File: config.mk
export PLATFORM = sky130hd
export DESIGN_NAME = adsb_demod
export DESIGN_NICKNAME = d
export VERILOG_FILES = /design/src/rtl/adsb_demod.sv
export SDC_FILE = /design/constraint.sdc
export NUM_CORES = 1
export LEC_CHECK = 0
export CORE_ASPECT_RATIO = 1.2
export CORE_UTILIZATION = 60
export CTS_BUF_LIST = sky130_fd_sc_hd__clkbuf_8
export DETAILED_ROUTE_END_ITERATION = 10
export PLACE_DENSITY = 0.86
export SETUP_SLACK_MARGIN = 0.5
export SLEW_MARGIN = 20
export SYNTH_ARGS = -nofsm -noshare
export SYNTH_HDL_FRONTEND = slang
export SYNTH_SLANG_ARGS = --single-unit
export TNS_END_PERCENT = 5
File: constraint.sdc
create_clock -name i_clock -period 4.9 [get_ports i_clock]
set_clock_uncertainty 0.05 [all_clocks]
set_input_delay 0.49 -clock i_clock [delete_from_list [all_inputs] [get_ports i_clock]]
set_output_delay 0.49 -clock i_clock [all_outputs]
set_load 0.1 [all_outputs]
File: src/rtl/adsb_demod.sv
// ADS-B PPM demodulator: preamble validation, half-bit energy compare,
// Mode S frame assembly (56/112 bits) and a single-entry output buffer.
//
// state  | meaning
// IDLE   | waiting for a detector trigger
// PRE    | checking sliced preamble at each chip centre (chips 1..15)
// DATA   | integrating half-bits and shifting decided bits into the frame
module adsb_demod #(
  parameter int WIDTH    = 10,
  parameter int CHIP_LEN = 10,
  parameter int LEAD     = 6
) (
  input  logic               i_clock,
  input  logic               i_reset_n,
  input  logic               i_ena,
  input  logic               i_trigger,
  input  logic               i_retrigger,
  input  logic               i_slice_data,
  input  logic [WIDTH-1:0]   i_logmag,
  output logic               o_trigger_clr,
  output logic               o_busy,
  output logic               o_preamble_err,
  output logic               o_overflow,
  output logic               o_frame_valid,
  input  logic               i_frame_ready,
  output logic               o_frame_long,
  output logic [111:0]       o_frame_data
);

  localparam int AW = WIDTH + 4;
  localparam logic [7:0] CHIP0   = 8'(LEAD / CHIP_LEN);
  localparam logic [7:0] PHASE0  = 8'(LEAD % CHIP_LEN);
  localparam logic [7:0] PH_MID  = 8'(CHIP_LEN / 2);
  localparam logic [7:0] PH_LAST = 8'(CHIP_LEN - 1);
  // Preamble pulses sit in chips 2, 7 and 9 (chip 0 is P1 itself, not sampled).
  localparam logic [15:0] PRE_ONES = 16'h0284;

  typedef enum logic [1:0] {S_IDLE = 2'd0, S_PRE = 2'd1, S_DATA = 2'd2} state_t;

  state_t        r_state, w_state_nx;
  logic [11:0]   r_offset;
  logic [7:0]    r_chip, r_phase, w_chip, w_phase;
  logic [AW-1:0] r_acc_a, r_acc_b, w_sum_b;
  logic [6:0]    r_nbits;
  logic          r_long;
  logic [111:0]  r_shift, w_shift_nx;
  logic          w_accept, w_restart, w_sample, w_pre_bad, w_pre_done;
  logic          w_in_data, w_half_b, w_decide, w_bit, w_done;
  logic          w_busy, w_clr_req;
  logic          r_trigger_clr, r_preamble_err, r_overflow, r_frame_valid, r_frame_long;
  logic [111:0]  r_frame_data;

  // chip/phase of the sample presented on the current ena cycle
  assign w_phase = (r_phase == PH_LAST) ? 8'd0 : r_phase + 8'd1;
  assign w_chip  = (r_phase == PH_LAST) ? r_chip + 8'd1 : r_chip;

  assign w_accept   = (r_state == S_IDLE) && i_ena && i_trigger;
  assign w_restart  = (r_state == S_DATA) && i_ena && i_retrigger;
  assign w_sample   = (r_state == S_PRE) && i_ena && (w_phase == PH_MID) && (w_chip >= 8'd1);
  assign w_pre_bad  = w_sample && (i_slice_data != PRE_ONES[w_chip[3:0]]);
  assign w_pre_done = w_sample && !w_pre_bad && (w_chip == 8'd15);

  // even chips from 16 on are the first half of a bit, odd chips the second
  assign w_in_data  = (r_state == S_DATA) && i_ena && !i_retrigger && (w_chip >= 8'd16);
  assign w_half_b   = w_chip[0];
  assign w_sum_b    = r_acc_b + AW'(i_logmag);
  assign w_bit      = r_acc_a > w_sum_b;
  assign w_decide   = w_in_data && w_half_b && (w_phase == PH_LAST);
  assign w_shift_nx = {r_shift[110:0], w_bit};
  assign w_done     = w_decide && (r_nbits == (r_long ? 7'd111 : 7'd55));

  // state register
  always_ff @(posedge i_clock or negedge i_reset_n) begin
    if (!i_reset_n) r_state <= S_IDLE;
    else            r_state <= w_state_nx;
  end

  // next-state logic; a retrigger wins over completion in the same cycle
  always_comb begin
    w_state_nx = r_state;
    case (r_state)
      S_IDLE: if (w_accept) w_state_nx = S_PRE;
      S_PRE: begin
        if (w_pre_bad)       w_state_nx = S_IDLE;
        else if (w_pre_done) w_state_nx = S_DATA;
      end
      S_DATA: begin
        if (w_restart)   w_state_nx = S_PRE;
        else if (w_done) w_state_nx = S_IDLE;
      end
      default: w_state_nx = S_IDLE;
    endcase
  end

  // state-derived outputs and requests for the registered pulses
  always_comb begin
    w_busy    = (r_state == S_PRE) || (r_state == S_DATA);
    w_clr_req = w_done || w_pre_bad;
  end

  // offset/chip/phase counters, half-bit accumulators and bit shifter
  always_ff @(posedge i_clock or negedge i_reset_n) begin
    if (!i_reset_n) begin
      r_offset <= '0;
      r_chip   <= '0;
      r_phase  <= '0;
      r_acc_a  <= '0;
      r_acc_b  <= '0;
      r_nbits  <= '0;
      r_long   <= 1'b0;
      r_shift  <= '0;
    end else if (w_accept || w_restart) begin
      r_offset <= '0;
      r_chip   <= CHIP0;
      r_phase  <= PHASE0;
      r_acc_a  <= '0;
      r_acc_b  <= '0;
      r_nbits  <= '0;
      r_long   <= 1'b0;
      r_shift  <= '0;
    end else if (i_ena && (r_state != S_IDLE)) begin
      r_offset <= r_offset + 12'd1;
      r_chip   <= w_chip;
      r_phase  <= w_phase;
      if (w_in_data) begin
        if (!w_half_b) r_acc_a <= ((w_phase == 8'd0) ? '0 : r_acc_a) + AW'(i_logmag);
        else           r_acc_b <= ((w_phase == 8'd0) ? '0 : r_acc_b) + AW'(i_logmag);
      end
      if (w_decide) begin
        r_shift <= w_shift_nx;
        r_nbits <= r_nbits + 7'd1;
        // DF >= 16 exactly when the first received bit is 1
        if (r_nbits == 7'd4) r_long <= w_shift_nx[4];
      end
    end
  end

  // output buffer, handshake and one-clock status pulses
  always_ff @(posedge i_clock or negedge i_reset_n) begin
    if (!i_reset_n) begin
      r_trigger_clr  <= 1'b0;
      r_preamble_err <= 1'b0;
      r_overflow     <= 1'b0;
      r_frame_valid  <= 1'b0;
      r_frame_long   <= 1'b0;
      r_frame_data   <= '0;
    end else begin
      r_trigger_clr  <= w_clr_req;
      r_preamble_err <= w_pre_bad;
      r_overflow     <= 1'b0;
      if (w_done) begin
        if (!r_frame_valid || i_frame_ready) begin
          r_frame_valid <= 1'b1;
          r_frame_long  <= r_long;
          r_frame_data  <= r_long ? w_shift_nx : {w_shift_nx[55:0], 56'd0};
        end else begin
          r_overflow <= 1'b1;
        end
      end else if (r_frame_valid && i_frame_ready) begin
        r_frame_valid <= 1'b0;
      end
    end
  end

  assign o_trigger_clr  = r_trigger_clr;
  assign o_busy         = w_busy;
  assign o_preamble_err = r_preamble_err;
  assign o_overflow     = r_overflow;
  assign o_frame_valid  = r_frame_valid;
  assign o_frame_long   = r_frame_long;
  assign o_frame_data   = r_frame_data;

endmodule

==> reports/qor.yml <==
diodes: 0
fin_ws_ns: 0.559
path_cells: "ha_1 > or3_1 > o21ai_0 > and3_1 > o21ai_1 > and2_1 > ha_1 > inv_1 > fa_1 > nor2b_1 > o21ai_0 > nand2b_1 > a311oi_1 > o31a_1 > or4_1 > nand3_1"
start_util_pct: 61.0
synth_edf_count: 0
hp-class: "primary input to async pin"
drt-wirelength-per-cell_um: 15.8
antenna_found_initial: 0
crit_required_ns: 5.33
cts_buffer_depth: 3
cpPeakStageDelay_ns: 0.69
drt_iter0_drc: 720
gr-usage-all-layers_pct: 26.8
drive_gt1_share_pct: 5.71
fmax_ghz: 0.230
core-area_mm2: 0.0231
syn_inst: 1582
fin_total_pwr_mw: 4.90
num_vias: 11700
finalCriticalPeriod_ns: 4.34
grt_pass1_wl_um: 52800
syn_to_final_growth_pct: 17.1
cts_tree: "built"
io-pin-count: 135
critPathKind: "flip-flop to flip-flop"
worst_slew_pin_slew_ns: 1.09
cap_violations: 0
post-synth-top-area-cell: "dfrtp_1"
synth-seq-cells: 282
fin_tns_setup_ns: 0
ctsRootBufferMaster: "clkbuf_8"
cp-start-kind: "flip-flop"
grt_setup_unrepaired: "yes"
p_leak_nw: 7.09
grt-ovfl-total: 0
num_rows: 61
drcViolationCount: 0
irDropWorstVdd_v: 0.000283
synth_nets: 1655
fin_cells: 2031
pre_cts_ws_ns: 0.542
synthArstFlopShare_pct: 100
p_per_area_mw_per_mm2: 296
cp.arrival_ns: 4.77
nets: 1756
drt-total-wl_um: 32100
setup_viol: 0
seq_area_frac_synth_pct: 50.0
grt_max_degree: 134
synthFlopType: "dfrtp_1"
clock_sink_count: 282
dpl.hpwl_um: 21400
die_h_um: 170
place_inst: 1951
synth_cell_type_count: 59
cts_buffers: 43
yosys_warnings: 0
first_pass_iters: 8
drv_slew: 0
slew_headroom_pct: 26.8
clk_latency_ns: 0.55
htree_levels: 2
first_global_vias: 11000
ys_top_cells_by_area: "dfrtp_1 50%, nand2_1 12%, o21ai_0 6.1%"
synth_top_area_share_pct: 50.0
status: "finished clean"
placedInstanceArea_mm2: 0.0156
synth_area_mm2: 0.0141
routabilityCongestion: 0.926
die_w_um: 142
finalCritPeriodShare_pct: 88.6
io_buffers: 134
vias_per_cell: 5.76
clk_pin_slew_ns: 0.06
ant_nets: 0
critical_path.slowest_cell: "o21ai_1"
path_max_fanout: 9
die_area_mm2: 0.0241
avgSynthCellArea_um2: 8.92
postLayoutCellArea_mm2: 0.0165
hold_violations: 0
end_kind: "flip-flop"
## registers in the layout, indices dropped and copies added (netlist names), 2 cells and up
register and cells:
r_state 2, o_frame_data 112, r_acc_b 14, r_phase 8
r_shift 111, r_acc_a 14, r_nbits 7, r_chip 8
## cell type report
class	instances	area [um^2]
clock buffer	54	743
timing repair buffer	155	1550
sequential	282	7060
fill	1696	6600
clock inverter	24	110
tap	315	394
inverter	25	93.8
multi-input combinational	1176	6570
## worst max-delay path, delay by kind of cell (launching register included)
family | cells | cell delay [ns]
AO/OA/AOI/OAI | 5 | 1.36
buffers and inverters | 1 | 0.06
flip-flops | 1 | 0.48
adder cells (fa/ha/maj) | 3 | 0.89
AND/OR/NAND/NOR | 7 | 1.44
## power breakdown
| part | switching, mW | total [mW] | internal [mW] |
|---|---|---|---|
| clock network | 0.907 | 1.91 | 0.998 |
| registers | 0.0527 | 2.41 | 2.36 |
| logic | 0.403 | 0.581 | 0.177 |
## metrics by stage
stage	hold WS (ns)	util [%]
after floorplan	0.144	-
after global placement	0.411	67.6
after detailed placement	0.413	67.6
after CTS	0.0558	71.2
after global routing	0.374	71.4
final	0.371	71.4
## logic make-up (layout without fill, tap and decap cells)
family / Yosys count / in the layout / share of synthesized area [%]
AND/OR/NAND/NOR: 643 / 643 / 19.8
AO/OA/AOI/OAI: 372 / 372 / 14.4
flip-flops: 282 / 282 / 50.0
buffers and inverters: 124 / 258 / 3.65
multiplexers: 63 / 63 / 4.48
adder cells (fa/ha/maj): 56 / 56 / 5.12
XOR/XNOR: 42 / 42 / 2.61
## synthesized netlist by cell type, types with 9 or more instances
cell        n
inv_1      25
buf_2      19
o21ai_0   173
nand3_1    43
nor2_1     46
o21a_1      9
and3_1     14
clkbuf_1   68
a31oi_1    11
xnor2_1    19
nand4_1    15
xor2_1     23
and2_1     27
dfrtp_1   282
mux2i_1    62
a21oi_1   139
nand2_1   437
nor2b_1     9
ha_1       53
nor3_1     13
## worst paths after layout
kind / startpoint / to / slack [ns] / depth (start not counted)
max reg2reg: r_phase[0]$_DFFE_PN0P_ / r_acc_a[12]$_DFFE_PN0P_ / 0.56 / 16
max in group asynchronous: i_reset_n / r_shift[87]$_DFFE_PN0P_ / 3.23 / 4
min in group i_clock: o_frame_long$_DFFE_PN0P_ / o_frame_long$_DFFE_PN0P_ / 0.43 / 2
max: r_phase[0]$_DFFE_PN0P_ / r_acc_a[12]$_DFFE_PN0P_ / 0.56 / 16
min: i_reset_n / r_shift[17]$_DFFE_PN0P_ / 0.37 / 2
min reg2reg: o_frame_long$_DFFE_PN0P_ / o_frame_long$_DFFE_PN0P_ / 0.43 / 2
## layout by cell type, fill, tap and decap left out, types with 3 or more instances in the layout
master,instances
o211ai_1,3
and3_1,13
nor4_1,4
nor2_1,46
or3_1,7
nor3_1,13
a21boi_0,3
nand2b_1,7
mux2i_1,62
nand2_1,437
clkinv_2,9
fa_1,3
nand4_1,15
a21oi_1,139
nand3_1,42
xnor2_1,19
o21a_1,9
o21bai_1,3
inv_1,38
o41ai_1,4
buf_4,17
a21o_1,7
nor2b_1,9
clkdlybuf4s50_1,133
a311oi_1,3
clkbuf_8,54
dfrtp_1,281
o21ai_0,173
xor2_1,23
or4_1,4
and2_1,26
ha_1,53
o31ai_1,3
a31oi_1,11
## routing by layer
metal | wire length (um) | global-route usage (%) | vias to the layer above | part of all wire, %
met5 | 0 | 0 | - | 0
met4 | 566 | 7.90 | 0 | 1.8
met3 | 1500 | 4.05 | 45 | 4.7
met2 | 16400 | 46.2 | 314 | 51
met1 | 13700 | 34.8 | 5738 | 43
li1 | - | - | 5597 | -
## timing repair
item	CTS	global route
buffers inserted	0	0
endpoints found under the hold margin	0	34
gates resized for setup	0	2
hold buffers	0	1
setup endpoints to repair	0	4
(Power assumes the default switching activity.)
